$ cat config.mk
export PLATFORM = sky130hd
export DESIGN_NAME = scene_sequencer
export DESIGN_NICKNAME = d
export VERILOG_FILES = /design/src/rtl/scene_sequencer.sv
export SDC_FILE = /design/constraint.sdc
export NUM_CORES = 1
export LEC_CHECK = 0
export ABC_AREA = 1
export BUFFER_PORTS_ARGS = -buffer_cell sky130_fd_sc_hd__buf_2
export CORE_MARGIN = 2
export CORE_UTILIZATION = 54
export CTS_BUF_LIST = sky130_fd_sc_hd__clkbuf_2
export CTS_CLUSTER_DIAMETER = 120
export CTS_CLUSTER_SIZE = 10
export DETAILED_ROUTE_END_ITERATION = 12
export PLACE_DENSITY = 0.85
export REMOVE_ABC_BUFFERS = 1
export SYNTH_ARGS = -nofsm -noshare
export SYNTH_HDL_FRONTEND = slang
export SYNTH_SLANG_ARGS = --single-unit
$ cat constraint.sdc
create_clock -name clk_25MHz -period 2.8 [get_ports clk_25MHz]
set_clock_uncertainty 0.2 [all_clocks]
set_input_delay 0.28 -clock clk_25MHz [delete_from_list [all_inputs] [get_ports clk_25MHz]]
set_output_delay 0.28 -clock clk_25MHz [all_outputs]
set_load 0.02 [all_outputs]
$ cat src/rtl/scene_sequencer.sv
// Scene/level sequencer: START/MENU/PLAY/PAUSE/WIN/LOSE FSM, click qualification and level unlocking.
// All outputs registered; transitions are visible one cycle after the qualifying input.
module scene_sequencer #(
  parameter int NUM_LEVELS = 3,
  parameter int END_HOLD   = 9
) (
  input  logic                  clk_25MHz,
  input  logic                  rst,
  input  logic                  frame_tick,
  input  logic                  mouse_click,
  input  logic                  hit_start,
  input  logic [NUM_LEVELS-1:0] hit_level,
  input  logic                  hit_pause,
  input  logic                  game_win,
  input  logic                  game_lose,
  output logic [2:0]            scene,
  output logic [2:0]            level,
  output logic                  game_init,
  output logic                  in_play,
  output logic [3:0]            end_cnt,
  output logic [NUM_LEVELS-1:0] unlocked
);

  typedef enum logic [2:0] {
    S_START = 3'd0,
    S_MENU  = 3'd1,
    S_PLAY  = 3'd2,
    S_PAUSE = 3'd3,
    S_WIN   = 3'd4,
    S_LOSE  = 3'd5
  } scene_e;

  localparam logic [4:0] HOLD = 5'(END_HOLD);

  scene_e                scene_q;
  logic [2:0]            level_q;
  logic                  game_init_q;
  logic                  in_play_q;
  logic [3:0]            end_cnt_q;
  logic [NUM_LEVELS-1:0] unlocked_q;

  logic                  sel_vld;
  logic [2:0]            sel_idx;
  logic [NUM_LEVELS-1:0] win_unlock;
  logic                  hold_ok;

  // Descending scan so the lowest qualifying level is the one left standing.
  always_comb begin
    sel_vld = 1'b0;
    sel_idx = 3'd0;
    for (int k = NUM_LEVELS - 1; k >= 0; k--) begin
      if (hit_level[k] && unlocked_q[k]) begin
        sel_vld = 1'b1;
        sel_idx = 3'(k);
      end
    end
  end

  always_comb begin
    win_unlock = '0;
    for (int k = 0; k < NUM_LEVELS - 1; k++) begin
      if (level_q == 3'(k)) win_unlock[k+1] = 1'b1;
    end
  end

  // end_cnt >= END_HOLD, phrased so END_HOLD = 0 is not a constant compare.
  assign hold_ok = ({1'b0, end_cnt_q} + 5'd1) > HOLD;

  always_ff @(posedge clk_25MHz) begin
    if (rst) begin
      scene_q       <= S_START;
      level_q       <= 3'd0;
      game_init_q   <= 1'b0;
      in_play_q     <= 1'b0;
      end_cnt_q     <= 4'd0;
      unlocked_q    <= '0;
      unlocked_q[0] <= 1'b1;
    end else begin
      game_init_q <= 1'b0;
      case (scene_q)
        S_START: begin
          if (mouse_click && hit_start) scene_q <= S_MENU;
        end
        S_MENU: begin
          if (mouse_click && sel_vld) begin
            scene_q     <= S_PLAY;
            in_play_q   <= 1'b1;
            level_q     <= sel_idx;
            game_init_q <= 1'b1;
          end
        end
        S_PLAY: begin
          if (game_win) begin
            scene_q    <= S_WIN;
            in_play_q  <= 1'b0;
            end_cnt_q  <= 4'd0;
            unlocked_q <= unlocked_q | win_unlock;
          end else if (game_lose) begin
            scene_q   <= S_LOSE;
            in_play_q <= 1'b0;
            end_cnt_q <= 4'd0;
          end else if (mouse_click && hit_pause) begin
            scene_q   <= S_PAUSE;
            in_play_q <= 1'b0;
          end
        end
        S_PAUSE: begin
          if (mouse_click) begin
            scene_q   <= S_PLAY;
            in_play_q <= 1'b1;
          end
        end
        S_WIN, S_LOSE: begin
          if (frame_tick && end_cnt_q != 4'hF) end_cnt_q <= end_cnt_q + 4'd1;
          if (mouse_click && hold_ok) scene_q <= S_START;
        end
        default: begin
          scene_q   <= S_START;
          in_play_q <= 1'b0;
        end
      endcase
    end
  end

  assign scene     = scene_q;
  assign level     = level_q;
  assign game_init = game_init_q;
  assign in_play   = in_play_q;
  assign end_cnt   = end_cnt_q;
  assign unlocked  = unlocked_q;

endmodule

==> impl_results.html, run 1 <==
<table>
<tr><th>Metric</th><th>Value</th></tr>
<tr><th colspan="2">Floorplanning</th></tr>
<tr><td>Core area</td><td>0.00130 mm²</td></tr>
<tr><td>Die outline area</td><td>0.00170 mm²</td></tr>
<tr><td>Floorplan die height</td><td>41.3 µm</td></tr>
<tr><td>Die width</td><td>41.3 µm</td></tr>
<tr><td>Row cnt</td><td>13</td></tr>
<tr><td>Top-Level Pins</td><td>26</td></tr>
<tr><td>Starting Density</td><td>0.576</td></tr>
<tr><th colspan="2">Clock tree</th></tr>
<tr><td>Clock tree root buffer cell</td><td>sky130_fd_sc_hd__clkbuf_2</td></tr>
<tr><td>Number of clock buffers inserted by TritonCTS</td><td>3</td></tr>
<tr><td>Clock latency on the worst-skew pair</td><td>0.26 ns</td></tr>
<tr><td>Htree depth</td><td>1</td></tr>
<tr><td>Sink count of the clock tree</td><td>13</td></tr>
<tr><td>Buffer levels on the longest clock path</td><td>2</td></tr>
<tr><td>Clock tree from TritonCTS</td><td>built</td></tr>
<tr><td>Post-CTS repair timing setup buffer count</td><td>0</td></tr>
<tr><td>Clock transition time at the flip-flop clock pins of the worst setup and hold paths</td><td>0.12 ns</td></tr>
<tr><td>Count of instances resized after the clock tree is built</td><td>0</td></tr>
<tr><td>Total of hold buffers inserted after clock tree synthesis</td><td>0</td></tr>
<tr><th colspan="2">Worst setup path</th></tr>
<tr><td>Launch instance of the worst register-to-register path</td><td>end_cnt[0]</td></tr>
<tr><td>Critical Path End Type</td><td>register</td></tr>
<tr><td>Largest driver fanout on the critical path</td><td>7</td></tr>
<tr><td>Kind of launch point of the worst setup path</td><td>register</td></tr>
<tr><td>Worst endpoint data arrival time</td><td>1.78 ns</td></tr>
<tr><td>Capture point of the worst reg-to-reg path</td><td>scene[0]</td></tr>
<tr><td>CP required</td><td>2.77 ns</td></tr>
<tr><td>Number of cells on the worst reg-to-reg path</td><td>12</td></tr>
<tr><td>Worst-case register-to-register setup slack</td><td>0.99 ns</td></tr>
<tr><td>Worst setup path category</td><td>register to register</td></tr>
<tr><td>Crit path from</td><td>end_cnt[0]</td></tr>
<tr><th colspan="2">Route</th></tr>
<tr><td>Average detailed-routed wire length per instance</td><td>11.3 µm</td></tr>
<tr><td>Initial detailed-routing violation count</td><td>15</td></tr>
<tr><td>Vias per std cell</td><td>5.16</td></tr>
<tr><td>Residual DRC count</td><td>0</td></tr>
<tr><td>Number of optimization iterations in the first detailed-route pass</td><td>5</td></tr>
<tr><td>Vias</td><td>790</td></tr>
<tr><td>Antenna violation net count after detailed routing</td><td>0</td></tr>
<tr><td>Aggregate routed wire length</td><td>1.72 mm</td></tr>
<tr><th colspan="2">Placed design</th></tr>
<tr><td>Placed Area</td><td>868 µm²</td></tr>
<tr><td>Detailed placement HPWL</td><td>1.37 mm</td></tr>
<tr><td>Routability cong.</td><td>0.846</td></tr>
<tr><td>Total of buffers placed on input and output ports</td><td>23</td></tr>
<tr><td>Post-Place Cells</td><td>149</td></tr>
<tr><th colspan="2">Pwr</th></tr>
<tr><td>Power Dens Cells</td><td>564 mW/mm²</td></tr>
<tr><td>Largest vdd supply drop</td><td>0.396 mV</td></tr>
<tr><td>Leakage dissipation</td><td>0.456 nW</td></tr>
<tr><td>Total power consumption of the routed design</td><td>0.000501 W</td></tr>
<tr><th colspan="2">Cells and area</th></tr>
<tr><td>Nets</td><td>152</td></tr>
<tr><td>Total inserted antenna cells</td><td>0</td></tr>
<tr><td>Utilization after layout</td><td>0.683</td></tr>
<tr><td>Synth-to-layout area growth</td><td>18.5%</td></tr>
<tr><td>Final Cell Area</td><td>888 µm²</td></tr>
<tr><td>Fraction of layout instances using a drive strength above 1</td><td>0.297</td></tr>
<tr><td>Final cell count without fillers</td><td>153</td></tr>
<tr><th colspan="2">STA</th></tr>
<tr><td>Setup violation total in the final timing report</td><td>0</td></tr>
<tr><td>Clock period minus worst slack</td><td>1.81 ns</td></tr>
<tr><td>Highest attainable clock frequency</td><td>0.553 GHz</td></tr>
<tr><td>RSZ-0062 raised after global routing</td><td>false</td></tr>
<tr><td>Count of final hold-check violations</td><td>0</td></tr>
<tr><td>Tcrit/Tclk final</td><td>0.646</td></tr>
<tr><td>Setup TNS</td><td>0 ns</td></tr>
<tr><td>Number of pins exceeding their max-slew limit in the final report</td><td>0</td></tr>
<tr><th colspan="2">Synth</th></tr>
<tr><td>Mean Syn Cell Area</td><td>6.63 µm²</td></tr>
<tr><td>Yosys cell types</td><td>20</td></tr>
<tr><td>Fraction of the yosys area taken by sequential cells</td><td>0.347</td></tr>
<tr><td>Post-synthesis instance area</td><td>749 µm²</td></tr>
<tr><td>Number of synthesized register bits</td><td>13</td></tr>
<tr><td>Yosys synthesis warning count</td><td>0</td></tr>
<tr><td>Cells after Synth</td><td>113</td></tr>
<tr><th colspan="2">GRT</th></tr>
<tr><td>Number of global-route vias before repair</td><td>661</td></tr>
<tr><td>Total congestion overflow</td><td>0</td></tr>
<tr><td>Maximum number of pins on one net before global-route repair</td><td>8</td></tr>
<tr><td>Number of antenna violations at the first check in global routing</td><td>0</td></tr>
<tr><td>Total Routing Usage GR</td><td>0.242</td></tr>
<tr><td>Wire length of the first global-routing pass</td><td>2.65 mm</td></tr>
<tr><th colspan="2">Job</th></tr>
<tr><td>Number of max-cap violations</td><td>0</td></tr>
<tr><th colspan="2">Min path</th></tr>
<tr><td>Hold Crit Depth</td><td>2</td></tr>
<tr><td>Hold_sp</td><td>rst</td></tr>
<tr><td>HP Class</td><td>input pin to register</td></tr>
<tr><td>Worst-case hold path end point</td><td>unlocked[1]</td></tr>
<tr><th colspan="2">Outcome</th></tr>
<tr><td>Outcome</td><td>complete, no violations</td></tr>
</table>
-- Yosys cell counts (all sizes together) --
cell type | instances | area, µm²
buf | 2 | 15.0
o211ai | 1 | 7.51
ha | 2 | 25.0
nand4 | 3 | 25.0
dfxtp | 13 | 260
o21ai | 6 | 30.0
inv | 18 | 67.6
a21boi | 1 | 7.51
a21oi | 12 | 63.8
nand3 | 13 | 70.1
nand2 | 28 | 113
nor2 | 11 | 51.3
conb | 2 | 7.51
a31oi | 1 | 6.26
-- cells in the final DEF (no fill, tap or decap) --
cell type	Yosys	layout
sky130_fd_sc_hd__a21boi_0	1	1
sky130_fd_sc_hd__a21oi_1	11	11
sky130_fd_sc_hd__a21oi_2	1	1
sky130_fd_sc_hd__a31oi_1	1	1
sky130_fd_sc_hd__buf_2	0	23
sky130_fd_sc_hd__clkbuf_2	0	4
sky130_fd_sc_hd__conb_1	2	2
sky130_fd_sc_hd__dfxtp_1	13	13
sky130_fd_sc_hd__ha_1	2	2
sky130_fd_sc_hd__inv_1	14	14
sky130_fd_sc_hd__inv_2	4	4
sky130_fd_sc_hd__nand2_1	25	25
sky130_fd_sc_hd__nand2_2	3	3
sky130_fd_sc_hd__nand3_1	12	12
sky130_fd_sc_hd__nand3_2	1	1
sky130_fd_sc_hd__nand4_1	2	2
sky130_fd_sc_hd__nand4_2	1	1
sky130_fd_sc_hd__nor2_1	7	7
sky130_fd_sc_hd__nor2_2	4	4
sky130_fd_sc_hd__o211ai_1	1	1
sky130_fd_sc_hd__o21ai_1	6	6
-- logic make-up after synthesis --
| kind of cell | after synthesis | share of synthesized area |
|---|---|---|
| fa+ha+maj | 2 | 0.0334 |
| flops | 13 | 0.347 |
| simple gates | 55 | 0.346 |
| compound gates | 21 | 0.154 |
| other cells | 2 | 0.0100 |
| buf+inv | 20 | 0.110 |
-- power breakdown --
| part | switching [W] | internal (W) |
|---|---|---|
| registers | 0.0000236 | 0.000205 |
| logic | 0.000112 | 0.0000646 |
| clock network | 0.0000582 | 0.0000379 |
| total | 0.000194 | 0.000307 |
-- registers in the layout, summed over array words and instances, names as in the netlist --
signal,count
game_init,1
end_cnt,4
scene,3
in_play,1
level,2
unlocked,2
-- routing by layer --
layer,GRT usage,share of wire,vias to the layer above
met5,0,0,-
met2,0.410,0.49,25
met1,0.296,0.45,351
met3,0.0489,0.053,2
met4,0.0968,0.0064,0
li1,-,-,412
-- area by class of cell --
cell class / instances / area, µm²
Tap cell: 15 / 18.8
Timing Repair Buffer: 23 / 115
Multi-Input combinational cell: 80 / 407
Inverter: 18 / 67.6
Sequential cell: 13 / 260
Clock buffer: 4 / 20.0
Fill cell: 119 / 413
-- worst max-delay path by stage --
stage / cells after the start / to
finish: 12 / scene[0]
global route: 12 / scene[0]
CTS: 12 / scene[0]
detailed placement: 12 / scene[0]
global placement: 12 / scene[0]
floorplan: 12 / scene[0]
-- through the flow --
| step | worst slack [ns] | hold slack, ns |
|---|---|---|
| after global placement | 1.12 | 0.251 |
| after floorplan | 1.01 | 0.149 |
| after CTS | 0.989 | 0.0572 |
| final | 0.992 | 0.0599 |
| after global routing | 0.828 | 0.0558 |
| after detailed placement | 1.03 | 0.256 |
-- critical path, cell delays in order (launching register included) --
cell	delay [ns]
sky130_fd_sc_hd__dfxtp_1	0.46
sky130_fd_sc_hd__inv_1	0.10
sky130_fd_sc_hd__ha_1	0.32
sky130_fd_sc_hd__inv_1	0.06
sky130_fd_sc_hd__nand2_1	0.04
sky130_fd_sc_hd__nand2_1	0.05
sky130_fd_sc_hd__nand2_1	0.04
sky130_fd_sc_hd__nand2_1	0.06
sky130_fd_sc_hd__nand2_1	0.05
sky130_fd_sc_hd__nand2_1	0.07
sky130_fd_sc_hd__nand2_2	0.07
sky130_fd_sc_hd__a21oi_1	0.15
sky130_fd_sc_hd__nor2_1	0.06
No activity file was read; power rests on OpenSTA's default activity.
==> inputs of run 2 (changes only) <==
--- a/config.mk
+++ b/config.mk
@@ -7,13 +7,14 @@
 export LEC_CHECK = 0
 export ABC_AREA = 1
 export BUFFER_PORTS_ARGS = -buffer_cell sky130_fd_sc_hd__buf_2
+export CORE_ASPECT_RATIO = 0.9
 export CORE_MARGIN = 2
-export CORE_UTILIZATION = 54
+export CORE_UTILIZATION = 45
 export CTS_BUF_LIST = sky130_fd_sc_hd__clkbuf_2
 export CTS_CLUSTER_DIAMETER = 120
 export CTS_CLUSTER_SIZE = 10
 export DETAILED_ROUTE_END_ITERATION = 12
-export PLACE_DENSITY = 0.85
+export PLACE_DENSITY = 0.76
 export REMOVE_ABC_BUFFERS = 1
 export SYNTH_ARGS = -nofsm -noshare
 export SYNTH_HDL_FRONTEND = slang
==> constraint.sdc (replaced) <==
create_clock -name clk_25MHz -period 1.6 [get_ports clk_25MHz]
set_clock_uncertainty 0.2 [all_clocks]
set_input_delay 0.16 -clock clk_25MHz [delete_from_list [all_inputs] [get_ports clk_25MHz]]
set_output_delay 0.16 -clock clk_25MHz [all_outputs]
set_load 0.02 [all_outputs]
==> run 2 against run 1 <==
Setup slack worse by 0.94 ns. Utilization is 2.8 points lower. Combinational power is 90% higher. Worst hold slack worse by 0.027 ns. Cell count is 8.5% higher.
==> impl_results.html, run 2 (synthesis results as in run 1) <==
<table>
<tr><th>Metric</th><th>Value</th></tr>
<tr><th colspan="2">Floorplanning</th></tr>
<tr><td>Floorplan die height</td><td>42.7 µm (+3.5%)</td></tr>
<tr><td>Row cnt</td><td>13 (unchanged)</td></tr>
<tr><td>Die width</td><td>47.0 µm (+14%)</td></tr>
<tr><td>Core area</td><td>0.00150 mm² (+15%)</td></tr>
<tr><td>Die outline area</td><td>0.00201 mm² (+18%)</td></tr>
<tr><td>Starting Density</td><td>0.501 (-0.0751)</td></tr>
<tr><td>Top-Level Pins</td><td>26 (unchanged)</td></tr>
<tr><th colspan="2">Placed design</th></tr>
<tr><td>Total of buffers placed on input and output ports</td><td>23 (unchanged)</td></tr>
<tr><td>Routability cong.</td><td>0.855 (+1.0%)</td></tr>
<tr><td>Detailed placement HPWL</td><td>1.31 mm (-4.9%)</td></tr>
<tr><td>Post-Place Cells</td><td>159 (+6.7%)</td></tr>
<tr><th colspan="2">STA</th></tr>
<tr><td>Clock period minus worst slack</td><td>1.55 ns (-0.259 ns)</td></tr>
<tr><td>Setup TNS</td><td>0 ns (unchanged)</td></tr>
<tr><td>RSZ-0062 raised after global routing</td><td>true</td></tr>
<tr><td>Highest attainable clock frequency</td><td>0.646 GHz (+17%)</td></tr>
<tr><td>Number of pins exceeding their max-slew limit in the final report</td><td>0 (unchanged)</td></tr>
<tr><td>Tcrit/Tclk final</td><td>0.968 (+0.322)</td></tr>
<tr><td>Setup violation total in the final timing report</td><td>0 (unchanged)</td></tr>
<tr><td>Count of final hold-check violations</td><td>0 (unchanged)</td></tr>
<tr><th colspan="2">Worst setup path</th></tr>
<tr><td>Launch instance of the worst register-to-register path</td><td>end_cnt[0]</td></tr>
<tr><td>Kind of launch point of the worst setup path</td><td>register</td></tr>
<tr><td>Sequence of cells on the critical path</td><td>inv_2 -&gt; ha_4 -&gt; inv_1 -&gt; nand2_1 -&gt; nand2_1 -&gt; nand2_1 -&gt; nand2_1 -&gt; nand2_1 -&gt; nand2_1 -&gt; nand2_2 -&gt; nand3_1 -&gt; nand2_1 -&gt; nor2_1</td></tr>
<tr><td>Capture point of the worst reg-to-reg path</td><td>scene[0]</td></tr>
<tr><td>Worst endpoint data arrival time</td><td>1.54 ns (-0.24 ns)</td></tr>
<tr><td>Number of cells on the worst reg-to-reg path</td><td>13 (+1)</td></tr>
<tr><td>CP required</td><td>1.59 ns (-1.18 ns)</td></tr>
<tr><td>Critical Path End Type</td><td>register</td></tr>
<tr><td>Endpoint of the most critical setup path</td><td>scene[0]</td></tr>
<tr><td>Worst-case register-to-register setup slack</td><td>0.05 ns (-0.94 ns)</td></tr>
<tr><td>Worst setup path category</td><td>register to register</td></tr>
<tr><td>Slowest cell on the critical path</td><td>sky130_fd_sc_hd__dfxtp_2</td></tr>
<tr><td>Crit path from</td><td>end_cnt[0]</td></tr>
<tr><td>Largest driver fanout on the critical path</td><td>4 (-3)</td></tr>
<tr><td>Cell repeated most along the worst path</td><td>sky130_fd_sc_hd__nand2_1</td></tr>
<tr><td>Stage delay of the slowest cell on the critical path</td><td>0.36 ns (-0.10 ns)</td></tr>
<tr><th colspan="2">Cells and area</th></tr>
<tr><td>Total inserted antenna cells</td><td>0 (unchanged)</td></tr>
<tr><td>Most common library cell in the layout ignoring fill and taps</td><td>sky130_fd_sc_hd__nand2_1</td></tr>
<tr><td>Sequential cell area in the final layout</td><td>263 µm² (+0.96%)</td></tr>
<tr><td>Fill cell instance count of the final layout</td><td>143 (+20%)</td></tr>
<tr><td>Area used by multi-input combinational logic</td><td>435 µm² (+7.1%)</td></tr>
<tr><td>Nets</td><td>158 (+3.9%)</td></tr>
<tr><td>Final cell count without fillers</td><td>166 (+8.5%)</td></tr>
<tr><td>Number of flip-flops under the largest register name</td><td>4 (unchanged)</td></tr>
<tr><td>Fraction of layout instances using a drive strength above 1</td><td>0.361 (+0.0640)</td></tr>
<tr><td>Synth-to-layout area growth</td><td>30.7%</td></tr>
<tr><td>Most frequent cells in the layout</td><td>25 x sky130_fd_sc_hd__nand2_1, 23 x sky130_fd_sc_hd__buf_2, 13 x sky130_fd_sc_hd__inv_1</td></tr>
<tr><th colspan="2">Route</th></tr>
<tr><td>Vias</td><td>808 (+2.3%)</td></tr>
<tr><td>Residual DRC count</td><td>0 (unchanged)</td></tr>
<tr><td>Aggregate routed wire length</td><td>1.76 mm (+1.9%)</td></tr>
<tr><td>Number of optimization iterations in the first detailed-route pass</td><td>4 (-1)</td></tr>
<tr><td>Average detailed-routed wire length per instance</td><td>10.6 µm (-6.1%)</td></tr>
<tr><td>Antenna violation net count after detailed routing</td><td>0 (unchanged)</td></tr>
<tr><td>Initial detailed-routing violation count</td><td>8 (-7)</td></tr>
<tr><td>Vias per std cell</td><td>4.87 (-5.7%)</td></tr>
<tr><th colspan="2">Clock tree</th></tr>
<tr><td>Clock latency on the worst-skew pair</td><td>0.27 ns (about the same)</td></tr>
<tr><td>Htree depth</td><td>1 (unchanged)</td></tr>
<tr><td>Clock tree from TritonCTS</td><td>built</td></tr>
<tr><td>Number of clock buffers inserted by TritonCTS</td><td>3 (unchanged)</td></tr>
<tr><td>Buffer levels on the longest clock path</td><td>2 (unchanged)</td></tr>
<tr><td>Clock tree root buffer cell</td><td>sky130_fd_sc_hd__clkbuf_2</td></tr>
<tr><td>Clock transition time at the flip-flop clock pins of the worst setup and hold paths</td><td>0.12 ns (about the same)</td></tr>
<tr><td>Sink count of the clock tree</td><td>13 (unchanged)</td></tr>
<tr><th colspan="2">Pwr</th></tr>
<tr><td>Total power consumption of the routed design</td><td>0.000904 W (+80%)</td></tr>
<tr><td>Largest vdd supply drop</td><td>0.683 mV (+72%)</td></tr>
<tr><td>Power Dens Cells</td><td>923 mW/mm² (+64%)</td></tr>
<tr><td>Leakage dissipation</td><td>0.489 nW (+7.1%)</td></tr>
<tr><th colspan="2">GRT</th></tr>
<tr><td>Total Routing Usage GR</td><td>0.199 (-0.0435)</td></tr>
<tr><td>Number of global-route vias before repair</td><td>730 (+10%)</td></tr>
<tr><td>Number of antenna violations at the first check in global routing</td><td>0 (unchanged)</td></tr>
<tr><td>Wire length of the first global-routing pass</td><td>2.89 mm (+9.1%)</td></tr>
<tr><td>Total congestion overflow</td><td>0 (unchanged)</td></tr>
<tr><td>Maximum number of pins on one net before global-route repair</td><td>8 (unchanged)</td></tr>
<tr><th colspan="2">Job</th></tr>
<tr><td>Number of max-cap violations</td><td>0 (unchanged)</td></tr>
<tr><th colspan="2">Min path</th></tr>
<tr><td>HP Class</td><td>input pin to register</td></tr>
<tr><th colspan="2">Outcome</th></tr>
<tr><td>Outcome</td><td>complete, no violations</td></tr>
</table>
run 2: cell count changes in the layout (fill, tap and decap cells not counted):
cell and change:
sky130_fd_sc_hd__a21oi_1 -1, sky130_fd_sc_hd__a21oi_2 +1, sky130_fd_sc_hd__buf_4 +4, sky130_fd_sc_hd__buf_6 +1, sky130_fd_sc_hd__dfxtp_1 -2, sky130_fd_sc_hd__dfxtp_2 +2
sky130_fd_sc_hd__dlygate4sd3_1 +1, sky130_fd_sc_hd__ha_1 -2, sky130_fd_sc_hd__ha_4 +2, sky130_fd_sc_hd__inv_1 -1, sky130_fd_sc_hd__inv_2 +1
run 2: final cells by class:
class	count	share of cell area
Sequential cell	13	0.268
Timing Repair Buffer	29	0.170
Inverter	18	0.0690
Multi-Input combinational cell	80	0.444
Tap cell	22	0.0281
Clock buffer	4	0.0204
run 2: through the flow:
stage          instance area, µm²   util  hold slack, ns  setup WS (ns)
2_1_floorplan                 734      -          0.0291         -0.191
3_3_place_gp                  900  0.601           0.223         0.0156
3_5_place_dp                  900  0.601           0.224        -0.0327
4_1_cts                       937  0.626          0.0124         0.0117
5_1_grt                       980  0.655          0.0221        -0.0707
6_report                      980  0.655          0.0327         0.0511
run 2: worst min path at each step:
stage                             from       end  slack (ns)  cells after the start
after floorplan                    rst   in_play        0.03                      1
after global routing         hit_pause  scene[1]        0.02                      4
after detailed placement           rst   in_play        0.22                      2
after global placement             rst   in_play        0.22                      2
after CTS                 hit_level[0]  level[0]        0.01                      4
final                     hit_level[0]  level[0]        0.03                      4
run 2: power by group:
part           leakage, nW  internal, W  switching (W)
clock network       0.0166    0.0000663       0.000103
registers            0.106     0.000359      0.0000380
logic                0.366     0.000127       0.000210
total                0.489     0.000553       0.000351
run 2: critical path: cells and delay by family (launching register included):
| family | cells | cell delay (ns) |
|---|---|---|
| flip-flops | 1 | 0.36 |
| AND/OR/NAND/NOR | 10 | 0.59 |
| buffers and inverters | 2 | 0.08 |
| adder cells (fa/ha/maj) | 1 | 0.25 |
run 2: repair_timing:
action | in CTS | in global routing
setup buffers | 0 | 2
endpoints found under the setup margin | 1 | 4
gates resized for setup | 3 | 5
hold buffers | 1 | 0
endpoints found under the hold margin | 6 | 0
pin swaps | 0 | 1
run 2: routing by layer:
metal  vias up  global-route usage  share of wire
met5         -                   0              0
met4         0              0.0833          0.020
met3         6              0.0638          0.051
met2        24               0.315           0.47
met1       354               0.240           0.46
li1        424                   -              -
